**src/rtl/scanline_emu_param_if.sv**
```systemverilog
// scanline_emu_param_if: video stream and scanline config bundle for scanline_emu_param
interface scanline_emu_param_if #(
  parameter int COLOR_W = 8,
  parameter int N_CH    = 3
);
  logic                   HSYNC_i;
  logic                   VSYNC_i;
  logic                   DE_i;
  logic [N_CH*COLOR_W-1:0] vdata_i;
  logic                   sl_en_i;
  logic                   sl_per_channel_i;
  logic [1:0]             sl_thickness_i;
  logic [1:0]             sl_profile_i;
  logic [7:0]             sl_rel_pos_i;
  logic [7:0]             sl_strength_i;
  logic [4:0]             sl_bloom_i;
  logic                   HSYNC_o;
  logic                   VSYNC_o;
  logic                   DE_o;
  logic [N_CH*COLOR_W-1:0] vdata_o;
  modport master (
    output HSYNC_i, VSYNC_i, DE_i, vdata_i, sl_en_i, sl_per_channel_i,
           sl_thickness_i, sl_profile_i, sl_rel_pos_i, sl_strength_i, sl_bloom_i,
    input  HSYNC_o, VSYNC_o, DE_o, vdata_o
  );
  modport slave (
    input  HSYNC_i, VSYNC_i, DE_i, vdata_i, sl_en_i, sl_per_channel_i,
           sl_thickness_i, sl_profile_i, sl_rel_pos_i, sl_strength_i, sl_bloom_i,
    output HSYNC_o, VSYNC_o, DE_o, vdata_o
  );
endinterface

```
**src/rtl/scanline_emu_param.sv**
```systemverilog
// scanline_emu_param: 6-stage scanline darkening with profile weight and bloom, N_CH x COLOR_W pixels.
// Define SL_CFG_SHADOW_EN to latch sl_* config (except rel_pos) only at VSYNC_i falling edges.
module scanline_emu_param #(
  parameter int COLOR_W = 8,
  parameter int N_CH    = 3
) (
  input logic                 VCLK_i,
  input logic                 nVRST_i,
  scanline_emu_param_if.slave bus
);
  localparam int W = N_CH * COLOR_W;
  logic [5:0]   r_hs, r_vs, r_de;
  logic [W-1:0] r_vd1, r_vd2, r_vd3, r_vd4, r_vd5, w_vdo;
  logic [7:0]   r_pos1;
  logic [6:0]   r_d2;
  logic         r_en1, r_en2, r_en3, r_en4, r_en5, r_pc1;
  logic [1:0]   r_thk1, r_thk2, r_prof1, r_prof2, r_prof3;
  logic [7:0]   r_str1, r_str2, r_str3, r_str4;
  logic [4:0]   r_blm1, r_blm2, r_blm3, w_b;
  logic [7:0]   w_max;
  logic         w_cfg_ld;
`ifdef SL_CFG_SHADOW_EN
  logic r_vs_prev;
  always_ff @(posedge VCLK_i or negedge nVRST_i)
    if (!nVRST_i) r_vs_prev <= 1'b1;
    else          r_vs_prev <= bus.VSYNC_i;
  assign w_cfg_ld = r_vs_prev & ~bus.VSYNC_i;
`else
  assign w_cfg_ld = 1'b1;
`endif
  always_comb begin
    w_max = '0;
    for (int k = 0; k < N_CH; k++)
      w_max = (r_vd1[k*COLOR_W+COLOR_W-8 +: 8] > w_max) ? r_vd1[k*COLOR_W+COLOR_W-8 +: 8] : w_max;
  end
  assign w_b = (r_blm3 > 5'd25) ? 5'd25 : r_blm3;
  always_ff @(posedge VCLK_i or negedge nVRST_i) begin
    if (!nVRST_i) begin
      r_hs    <= '1;
      r_vs    <= '1;
      r_de    <= '0;
      r_vd1   <= '0;
      r_vd2   <= '0;
      r_vd3   <= '0;
      r_vd4   <= '0;
      r_vd5   <= '0;
      r_pos1  <= '0;
      r_d2    <= '0;
      r_en1   <= 1'b0;
      r_en2   <= 1'b0;
      r_en3   <= 1'b0;
      r_en4   <= 1'b0;
      r_en5   <= 1'b0;
      r_pc1   <= 1'b0;
      r_thk1  <= '0;
      r_thk2  <= '0;
      r_prof1 <= '0;
      r_prof2 <= '0;
      r_prof3 <= '0;
      r_str1  <= '0;
      r_str2  <= '0;
      r_str3  <= '0;
      r_str4  <= '0;
      r_blm1  <= '0;
      r_blm2  <= '0;
      r_blm3  <= '0;
    end else begin
      r_hs   <= {r_hs[4:0], bus.HSYNC_i};
      r_vs   <= {r_vs[4:0], bus.VSYNC_i};
      r_de   <= {r_de[4:0], bus.DE_i};
      r_vd1  <= bus.vdata_i;
      r_vd2  <= r_vd1;
      r_vd3  <= r_vd2;
      r_vd4  <= r_vd3;
      r_vd5  <= r_vd4;
      r_pos1 <= bus.sl_rel_pos_i;
      if (w_cfg_ld) begin
        r_en1   <= bus.sl_en_i;
        r_pc1   <= bus.sl_per_channel_i;
        r_thk1  <= bus.sl_thickness_i;
        r_prof1 <= bus.sl_profile_i;
        r_str1  <= bus.sl_strength_i;
        r_blm1  <= bus.sl_bloom_i;
      end
      r_d2    <= r_pos1[7] ? ~r_pos1[6:0] : r_pos1[6:0];
      r_en2   <= r_en1;
      r_en3   <= r_en2;
      r_en4   <= r_en3;
      r_en5   <= r_en4;
      r_thk2  <= r_thk1;
      r_prof2 <= r_prof1;
      r_prof3 <= r_prof2;
      r_str2  <= r_str1;
      r_str3  <= r_str2;
      r_str4  <= r_str3;
      r_blm2  <= r_blm1;
      r_blm3  <= r_blm2;
    end
  end
  for (genvar i = 0; i < N_CH; i++) begin : g_ch
    logic [7:0]         r_l2, r_l3, r_x3, r_w4, r_a5;
    logic               r_in3;
    logic [8:0]         r_r4;
    logic [COLOR_W-1:0] r_o;
    logic [1:0]         w_t;
    logic               w_in;
    logic [7:0]         w_x, w_xi, w_hann, w_gaus, w_flat, w_w, w_s, w_a;
    logic [8:0]         w_br, w_r;
    logic [COLOR_W-1:0] w_c, w_o;
    // thickness code doubles as the shift: h = 16<<t, x = d<<(4-t)
    assign w_t    = (r_thk2 != 2'd0) ? r_thk2 :
                    (r_l2 >= 8'd171) ? 2'd1 : (r_l2 >= 8'd86) ? 2'd2 : 2'd3;
    assign w_in   = {1'b0, r_d2} < (8'd16 << w_t);
    assign w_x    = 8'({3'b0, r_d2} << (3'd4 - {1'b0, w_t}));
    assign w_xi   = ~r_x3;
    assign w_hann = 8'd255 - 8'((16'(r_x3) * 16'(r_x3)) >> 8);
    assign w_gaus = 8'((16'(w_xi) * 16'(w_xi)) >> 8);
    assign w_flat = r_x3[7] ? {w_xi[6:0], 1'b0} : 8'd255;
    assign w_w    = !r_in3 ? 8'd0 : (r_prof3 == 2'd2) ? 8'd255 : (r_prof3 == 2'd3) ? w_flat :
                    (r_prof3 == 2'd0) ? w_hann : w_gaus;
    assign w_br   = 9'((13'(w_b) * 13'(r_l3)) >> 4);
    assign w_r    = (w_br > 9'd256) ? 9'd256 : w_br;
    assign w_s    = 8'((16'(r_str4) * 16'(r_w4)) >> 8);
    assign w_a    = 8'((17'(w_s) * 17'(9'd256 - r_r4)) >> 8);
    assign w_c    = r_vd5[i*COLOR_W +: COLOR_W];
    assign w_o    = r_en5 ? w_c - COLOR_W'(((COLOR_W+8)'(w_c) * (COLOR_W+8)'(r_a5)) >> 8) : w_c;
    always_ff @(posedge VCLK_i or negedge nVRST_i) begin
      if (!nVRST_i) begin
        r_l2  <= '0;
        r_l3  <= '0;
        r_x3  <= '0;
        r_in3 <= 1'b0;
        r_w4  <= '0;
        r_r4  <= '0;
        r_a5  <= '0;
        r_o   <= '0;
      end else begin
        r_l2  <= r_pc1 ? r_vd1[i*COLOR_W+COLOR_W-8 +: 8] : w_max;
        r_l3  <= r_l2;
        r_x3  <= w_in ? w_x : 8'd0;
        r_in3 <= w_in;
        r_w4  <= w_w;
        r_r4  <= w_r;
        r_a5  <= w_a;
        r_o   <= w_o;
      end
    end
    assign w_vdo[i*COLOR_W +: COLOR_W] = r_o;
  end
  assign bus.HSYNC_o = r_hs[5];
  assign bus.VSYNC_o = r_vs[5];
  assign bus.DE_o    = r_de[5];
  assign bus.vdata_o = w_vdo;
endmodule

```
**src/flat_wrapper.sv**
```systemverilog
// flat-port wrapper written by rule: the top's interface ports become plain ports
module scanline_emu_param_flat 
#(
  parameter int COLOR_W = 8,
  parameter int N_CH    = 3
)
  (VCLK_i, nVRST_i, bus_HSYNC_i, bus_VSYNC_i, bus_DE_i, bus_vdata_i, bus_sl_en_i, bus_sl_per_channel_i, bus_sl_thickness_i, bus_sl_profile_i, bus_sl_rel_pos_i, bus_sl_strength_i, bus_sl_bloom_i, bus_HSYNC_o, bus_VSYNC_o, bus_DE_o, bus_vdata_o);
  scanline_emu_param_if #(.COLOR_W(COLOR_W), .N_CH(N_CH)) bus_i ();
  input logic VCLK_i;
  input logic nVRST_i;
  input wire logic [$bits(bus_i.HSYNC_i)-1:0] bus_HSYNC_i;
  input wire logic [$bits(bus_i.VSYNC_i)-1:0] bus_VSYNC_i;
  input wire logic [$bits(bus_i.DE_i)-1:0] bus_DE_i;
  input wire logic [$bits(bus_i.vdata_i)-1:0] bus_vdata_i;
  input wire logic [$bits(bus_i.sl_en_i)-1:0] bus_sl_en_i;
  input wire logic [$bits(bus_i.sl_per_channel_i)-1:0] bus_sl_per_channel_i;
  input wire logic [$bits(bus_i.sl_thickness_i)-1:0] bus_sl_thickness_i;
  input wire logic [$bits(bus_i.sl_profile_i)-1:0] bus_sl_profile_i;
  input wire logic [$bits(bus_i.sl_rel_pos_i)-1:0] bus_sl_rel_pos_i;
  input wire logic [$bits(bus_i.sl_strength_i)-1:0] bus_sl_strength_i;
  input wire logic [$bits(bus_i.sl_bloom_i)-1:0] bus_sl_bloom_i;
  output wire logic [$bits(bus_i.HSYNC_o)-1:0] bus_HSYNC_o;
  output wire logic [$bits(bus_i.VSYNC_o)-1:0] bus_VSYNC_o;
  output wire logic [$bits(bus_i.DE_o)-1:0] bus_DE_o;
  output wire logic [$bits(bus_i.vdata_o)-1:0] bus_vdata_o;
  assign bus_i.HSYNC_i = bus_HSYNC_i;
  assign bus_i.VSYNC_i = bus_VSYNC_i;
  assign bus_i.DE_i = bus_DE_i;
  assign bus_i.vdata_i = bus_vdata_i;
  assign bus_i.sl_en_i = bus_sl_en_i;
  assign bus_i.sl_per_channel_i = bus_sl_per_channel_i;
  assign bus_i.sl_thickness_i = bus_sl_thickness_i;
  assign bus_i.sl_profile_i = bus_sl_profile_i;
  assign bus_i.sl_rel_pos_i = bus_sl_rel_pos_i;
  assign bus_i.sl_strength_i = bus_sl_strength_i;
  assign bus_i.sl_bloom_i = bus_sl_bloom_i;
  assign bus_HSYNC_o = bus_i.HSYNC_o;
  assign bus_VSYNC_o = bus_i.VSYNC_o;
  assign bus_DE_o = bus_i.DE_o;
  assign bus_vdata_o = bus_i.vdata_o;
  scanline_emu_param #(.COLOR_W(COLOR_W), .N_CH(N_CH)) u_core (.VCLK_i(VCLK_i), .nVRST_i(nVRST_i), .bus(bus_i));
endmodule
```
**config.mk**
```make
export PLATFORM = sky130hd
export DESIGN_NAME = scanline_emu_param_flat
export DESIGN_NICKNAME = d
export VERILOG_FILES = /design/src/rtl/scanline_emu_param_if.sv /design/src/rtl/scanline_emu_param.sv /design/src/flat_wrapper.sv
export SDC_FILE = /design/constraint.sdc
export NUM_CORES = 2
export LEC_CHECK = 0
export ABC_CLOCK_PERIOD_IN_PS = 8640
export CAP_MARGIN = 20
export CORE_MARGIN = 4
export CORE_UTILIZATION = 45
export CTS_BUF_LIST = sky130_fd_sc_hd__clkbuf_8
export DETAILED_ROUTE_END_ITERATION = 16
export GPL_ROUTABILITY_DRIVEN = 0
export GPL_TIMING_DRIVEN = 0
export HOLD_SLACK_MARGIN = 0.02
export PLACE_DENSITY = 0.66
export SLEW_MARGIN = 20
export SYNTH_ARGS = -nofsm -noshare
export SYNTH_HDL_FRONTEND = slang
export SYNTH_SLANG_ARGS = --single-unit
```
**constraint.sdc**
```tcl
create_clock -name VCLK_i -period 8.64 [get_ports VCLK_i]
set_input_delay 2.592 -clock VCLK_i [delete_from_list [all_inputs] [get_ports VCLK_i]]
set_output_delay 2.592 -clock VCLK_i [all_outputs]
set_load 0.02 [all_outputs]
```
# After elaboration in Yosys (flattened, before gate mapping)

Cells that the tools add are included.

Eq/ne operators: 2
Multiply operators: 18
Add/sub/neg operators: 12
Shift-type cells: 6
Reductions and logical operators: 2
Bitwise operators: 4
Mux-type cells: 41
Magnitude comparators: 16

Operators by type and width:

| kind                                                                   | count |
|---|---|
| 8-bit 2-to-1 mux                                                       | 27 |
| 8-bit by 8-bit multiplier with 16-bit output                           | 12 |
| 8-bit by 17-bit multiplier with 16-bit output                          | 3 |
| 5-bit by 8-bit multiplier with 13-bit output                           | 3 |
| 9-bit by 9-bit subtractor with 10-bit output (first input constant)    | 3 |
| 9-bit > comparator (second input constant)                             | 3 |
| 9-bit 2-to-1 mux                                                       | 3 |
| 8-bit by 7-bit >= comparator with 1-bit output (second input constant) | 3 |
| 8-bit >= comparator (second input constant)                            | 3 |
| 7-bit by 8-bit less-than comparator with 1-bit output                  | 3 |
| 8-bit NOT                                                              | 3 |
| 5-bit by 2-bit left shift with 8-bit output (first input constant)     | 3 |
| 7-bit by 3-bit left shift with 8-bit output                            | 3 |
| 8-bit subtractor                                                       | 3 |
| 8-bit subtractor (first input constant)                                | 3 |
| 8-bit > comparator                                                     | 2 |
| 2-bit 2-to-1 mux                                                       | 6 |
| 3-bit by 2-bit subtractor with 3-bit output (first input constant)     | 3 |
| 8-bit by 1-bit > comparator with 1-bit output (second input constant)  | 1 |
| 7-bit 2-to-1 mux                                                       | 1 |
| 7-bit NOT                                                              | 1 |
| 5-bit > comparator (second input constant)                             | 1 |
| 5-bit 2-to-1 mux                                                       | 1 |
| 2-bit equality test (second input constant)                            | 2 |
| 3 further kinds                                                        | 5 |

Register bits: 390
Input port bits: 56
Word-level logic and storage cells: 153
Output and inout bits: 27

# Logic depth before layout (Yosys ltp)

Depth after elaboration: 7
Depth in mapped cells: 39

# Worst setup path after synthesis

OpenSTA, ideal clock, no wires.

Path type: reg-to-reg
From: register u_core.r_str4[5]
To: register u_core.g_ch[1].r_a5[7]
Data required time: 8.517 ns
Cell stages (with the launch flop): 35
Setup slack: 0.288 ns
Arrival time: 8.230 ns
Library setup time: 0.123 ns
Cells stage by stage: dfrtp_1 -> clkbuf_1 -> nand2_1 -> fa_1 -> fa_1 -> inv_1 -> fa_1 -> inv_1 -> fa_1 -> inv_1 -> ha_1 -> a2111oi_0 -> o21ai_1 -> nand2_2 -> o21ai_0 -> nor2_1 -> nor2b_1 -> nor2_1 -> xor2_1 -> nor2_1 -> fa_1 -> inv_1 -> fa_1 -> inv_1 -> fa_1 -> inv_1 -> fa_1 -> inv_1 -> ha_1 -> a2111oi_0 -> a21oi_4 -> a41oi_4 -> a21oi_4 -> a31o_1 -> xnor2_1

Cells in the longest elaborated chain, start to end: 2

RTL lines:

| item                                          | line                      | text |
|---|---|---|
| from (decl)                                   | scanline_emu_param.sv:18  | `logic [7:0] r_str1, r_str2, r_str3, r_str4;` |
| from (signal assigned)                        | scanline_emu_param.sv:95  | `r_str4 <= r_str3;` |
| 8-bit by 8-bit multiplier with 16-bit output  | scanline_emu_param.sv:123 | `assign w_s = 8'((16'(r_str4) * 16'(r_w4)) >> 8);` |
| 8-bit by 17-bit multiplier with 16-bit output | scanline_emu_param.sv:124 | `assign w_a = 8'((17'(w_s) * 17'(9'd256 - r_r4)) >> 8);` |
| named net u_core.g_ch[1].w_a[7]               | scanline_emu_param.sv:107 | `logic [7:0] w_x, w_xi, w_hann, w_gaus, w_flat, w_w, w_s, w_a;` |
| to (signal assigned)                          | scanline_emu_param.sv:144 | `r_a5 <= w_a;` |
| to (decl)                                     | scanline_emu_param.sv:101 | `logic [7:0] r_l2, r_l3, r_x3, r_w4, r_a5;` |

The timed path passes the listed nets, and every way through them passes these cells.

# Worst setup path in the final report

From: register u_core.r_str4[4]
To: register u_core.g_ch[0].r_a5[6]

Cells in the longest elaborated chain, start to end: 2

RTL lines:

| item                                          | line |
|---|---|
| 8-bit by 8-bit multiplier with 16-bit output  | scanline_emu_param.sv:123 |
| 8-bit by 17-bit multiplier with 16-bit output | scanline_emu_param.sv:124 |
| named net u_core.g_ch[0].w_a[6]               | scanline_emu_param.sv:107 |
| to (signal assigned)                          | scanline_emu_param.sv:144 |
| to (decl)                                     | scanline_emu_param.sv:101 |

The timed path passes the listed nets, and every way through them passes these cells.

==> run_results.csv <==
group,metric,value,unit
finish,fin_area,49000,sq um
sta,fin_worst_skew,0.06296,ns
sta,fmax,119.6,MHz
clock_network,htreeDepth,3,
yosys,yosysUniqueCellTypes,93,
finish,final_common_cell,"inv_1",
route,avgViaCountPerCell,5.064,
sta,finalSetupViolations,0,
route,drc,0,
finish,final_cell_mix,"inv_1, fa_1, ha_1",
sta,slew_headroom,0.3044,
global_route,grt_pass1_vias,32270,
route,wirelength,94320,microns
floorplan,rows,114,
route,drt-initial-drc-count,1349,
clock_network,clock_latency,0.72,ns
clock_network,cts_sinks,390,
worst_setup_path,crit_type,"reg2reg",
yosys,ys_ff_latch,390,
route,drt_pre_antenna_iters,7,
yosys,ys_top_cells_by_area,"fa_1, dfrtp_1, ha_1, inv_1, and2_1",
worst_setup_path,critPathRequiredTime,9.22,ns
yosys,synth_ff_type,"dfrtp_1",
floorplan,core,96990,sq um
yosys,synth_top_cell_area_share,0.2640,
yosys,yosysSeqAreaShare,0.2215,
clock_network,cts.clk_slew.worst_paths,0.07,ns
finish,synthToLayoutAreaGrowth,11.04,%
global_route,antenna_found_initial,5,
global_route,grt_pass1_wl,160600,microns
finish,nFillCells,8881,
clock_network,cts_buffers,71,
worst_setup_path,cp_data_arrival_time,8.94,ns
sta,min_period_over_period,0.9674,
floorplan,die_h,321.2,microns
finish,fin_nets,5881,
global_route,grt_usage,0.1895,
worst_setup_path,path_max_fanout,10,
worst_setup_path,critPathMaxStageDelay,0.55,ns
global_route,globalRouteOverflowTotal,0,
sta,drv_slew,0,
yosys,async_flop_share,1.000,
worst_setup_path,start_kind,"flop",
floorplan,pin_count,83,
yosys,synth-warning-count,0,
finish,drive_gt1_frac,0.07849,
yosys,avgSynthCellArea,9.768,sq um
sta,worst_pin_slew,1.039,ns
global_route,grt_max_degree,99,
worst_hold_path,min_path_type,"reg2reg",
yosys,synth_edf_count,0,
floorplan,initial_core_util,0.4550,
floorplan,dieWidth,321.2,microns
place,io_buffers,82,
yosys,yosysTopAreaCell,"fa_1",
sta,layout_min_cycle_time,8.359,ns
route,antenna_left,0,
yosys,synth_area,44130,sq um
run_status,outcome,"complete, no violations",
worst_setup_path,cp_slowest_cell,"fa_1",
worst_setup_path,path_common_cell,"fa_1",
sta,hold_viol_final,0,
yosys,syn_inst,4518,
route,vias,30530,
floorplan,fp.dieArea,103100,sq um
place,dpl_cell_area,46670,sq um
worst_setup_path,endpoint_kind,"flop",
route,avgRoutedWirePerCell,15.64,microns
run,max-cap-violations,0,
worst_setup_path,reg2reg_slack,0.28,ns
clock_network,cts_buffer_depth,3,
place,hpwlAfterDp,75520,microns
clock_network,tritoncts,"done",
clock_network,cts-root-buf,"clkbuf_8",
cell families (layout without fill, tap and decap cells):
| kind of cell | count (synthesis) | in the layout | synth area share |
|---|---|---|---|
| AND/OR/NAND/NOR | 1385 | 1385 | 0.1539 |
| adder cells (fa/ha/maj) | 1129 | 1129 | 0.4191 |
| AO/OA/AOI/OAI | 446 | 446 | 0.07057 |
| buffers and inverters | 883 | 1116 | 0.07536 |
| other | 1 | 3 | 0.00008497 |
| flip-flops | 390 | 390 | 0.2215 |
| XOR/XNOR | 228 | 228 | 0.04610 |
| multiplexers | 56 | 56 | 0.01344 |
final timing paths:
path | startpoint | endpoint | cells after the start
setup / recovery | u_core.r_str4[4] | u_core.g_ch[0].r_a5[6] | 31
hold / removal | u_core.r_str3[1] | u_core.r_str4[1] | 0
setup reg to reg | u_core.r_str4[4] | u_core.g_ch[0].r_a5[6] | 31
hold reg to reg | u_core.r_str3[1] | u_core.r_str4[1] | 0
max in group asynchronous | nVRST_i | u_core.r_d2[3] | 4
min in group asynchronous | nVRST_i | u_core.g_ch[1].r_o[4] | 1
per-stage QoR:
step           setup WS, ns  TNS (ns)    util  hold slack [ns]  instances
2_1_floorplan        0.2877         0       -           0.3312       4519
3_3_place_gp         -11.94  -4563.67  0.4800           0.3318       5877
3_5_place_dp        -0.9237    -12.36  0.4812           0.3347       5881
4_1_cts             0.03592         0  0.5016           0.3067       6020
5_1_grt            -0.03169  -0.06240  0.5052           0.3137       6028
6_report             0.2814         0  0.5052           0.2993       6029
cell usage after synthesis (all sizes together), types with 9 or more instances:
| master | count |
|---|---|
| or2 | 73 |
| nand2 | 358 |
| a21oi | 122 |
| nand2b | 32 |
| a211oi | 32 |
| o211ai | 9 |
| and3 | 19 |
| a21o | 65 |
| nand3 | 27 |
| xnor2 | 139 |
| o21a | 30 |
| ha | 547 |
| dfstp | 12 |
| fa | 582 |
| xor2 | 89 |
| a31oi | 10 |
| dfrtp | 378 |
| o21bai | 13 |
| and2 | 325 |
| nor2 | 384 |
| nor2b | 35 |
| mux2 | 26 |
| inv | 770 |
| nor3 | 67 |
| or3 | 18 |
| nor3b | 14 |
| mux2i | 30 |
| clkbuf | 108 |
| o21ai | 85 |
registers in the layout, indices dropped and copies added, names as in the netlist, 7 cells and up:
name              flops
u_core.r_vd4         24
u_core.r_str4         8
u_core.r_str3         8
u_core.g_ch.r_l3     24
u_core.r_vd5         24
u_core.g_ch.r_w4     24
u_core.r_vd3         24
u_core.r_pos1         8
u_core.g_ch.r_l2     24
u_core.r_vd2         24
u_core.g_ch.r_o      24
u_core.g_ch.r_a5     24
u_core.r_str2         8
u_core.r_str1         8
u_core.g_ch.r_x3     24
u_core.r_d2           7
u_core.g_ch.r_r4     27
u_core.r_vd1         24
per-layer routing:
layer / vias to the layer above / GRT usage / routed length [microns]
met5: - / 0 / 11
met4: 2 / 0.04237 / 2083
met3: 123 / 0.02750 / 4046
met2: 509 / 0.3133 / 44150
met1: 15300 / 0.2666 / 44040
li1: 14590 / - / -
worst max-delay path: cells and delay by family, from the launching register on:
kind,cells,cell delay [ns]
simple gates,5,0.62
fa+ha+maj,10,4.48
compound gates,10,2.03
buf+inv,4,0.35
xor+xnor,2,0.31
flops,1,0.43
cell type report:
| cell class | instances | area, sq um | area share |
|---|---|---|---|
| Antenna cell | 1 | 2.502 | 0.00005106 |
| Buffer | 111 | 491.7 | 0.01003 |
| Clock buffer | 89 | 1225 | 0.02500 |
| Clock inverter | 40 | 416.7 | 0.008502 |
| Inverter | 770 | 2890 | 0.05898 |
| Multi-Input combinational cell | 3246 | 31500 | 0.6429 |
| Sequential cell | 390 | 9788 | 0.1997 |
| Tap cell | 1276 | 1597 | 0.03258 |
| Timing Repair Buffer | 106 | 1090 | 0.02224 |
repair_timing:
action	4_1_cts	5_1_grt
cloned	0	0
setup endpoints to repair	23	19
pin swaps	10	21
hold buffers	0	0
gates resized for setup	56	76
setup buffers	11	9
Power is not shown: default switching activity piles up to over one toggle a cycle in this logic, so the estimate is an artifact.
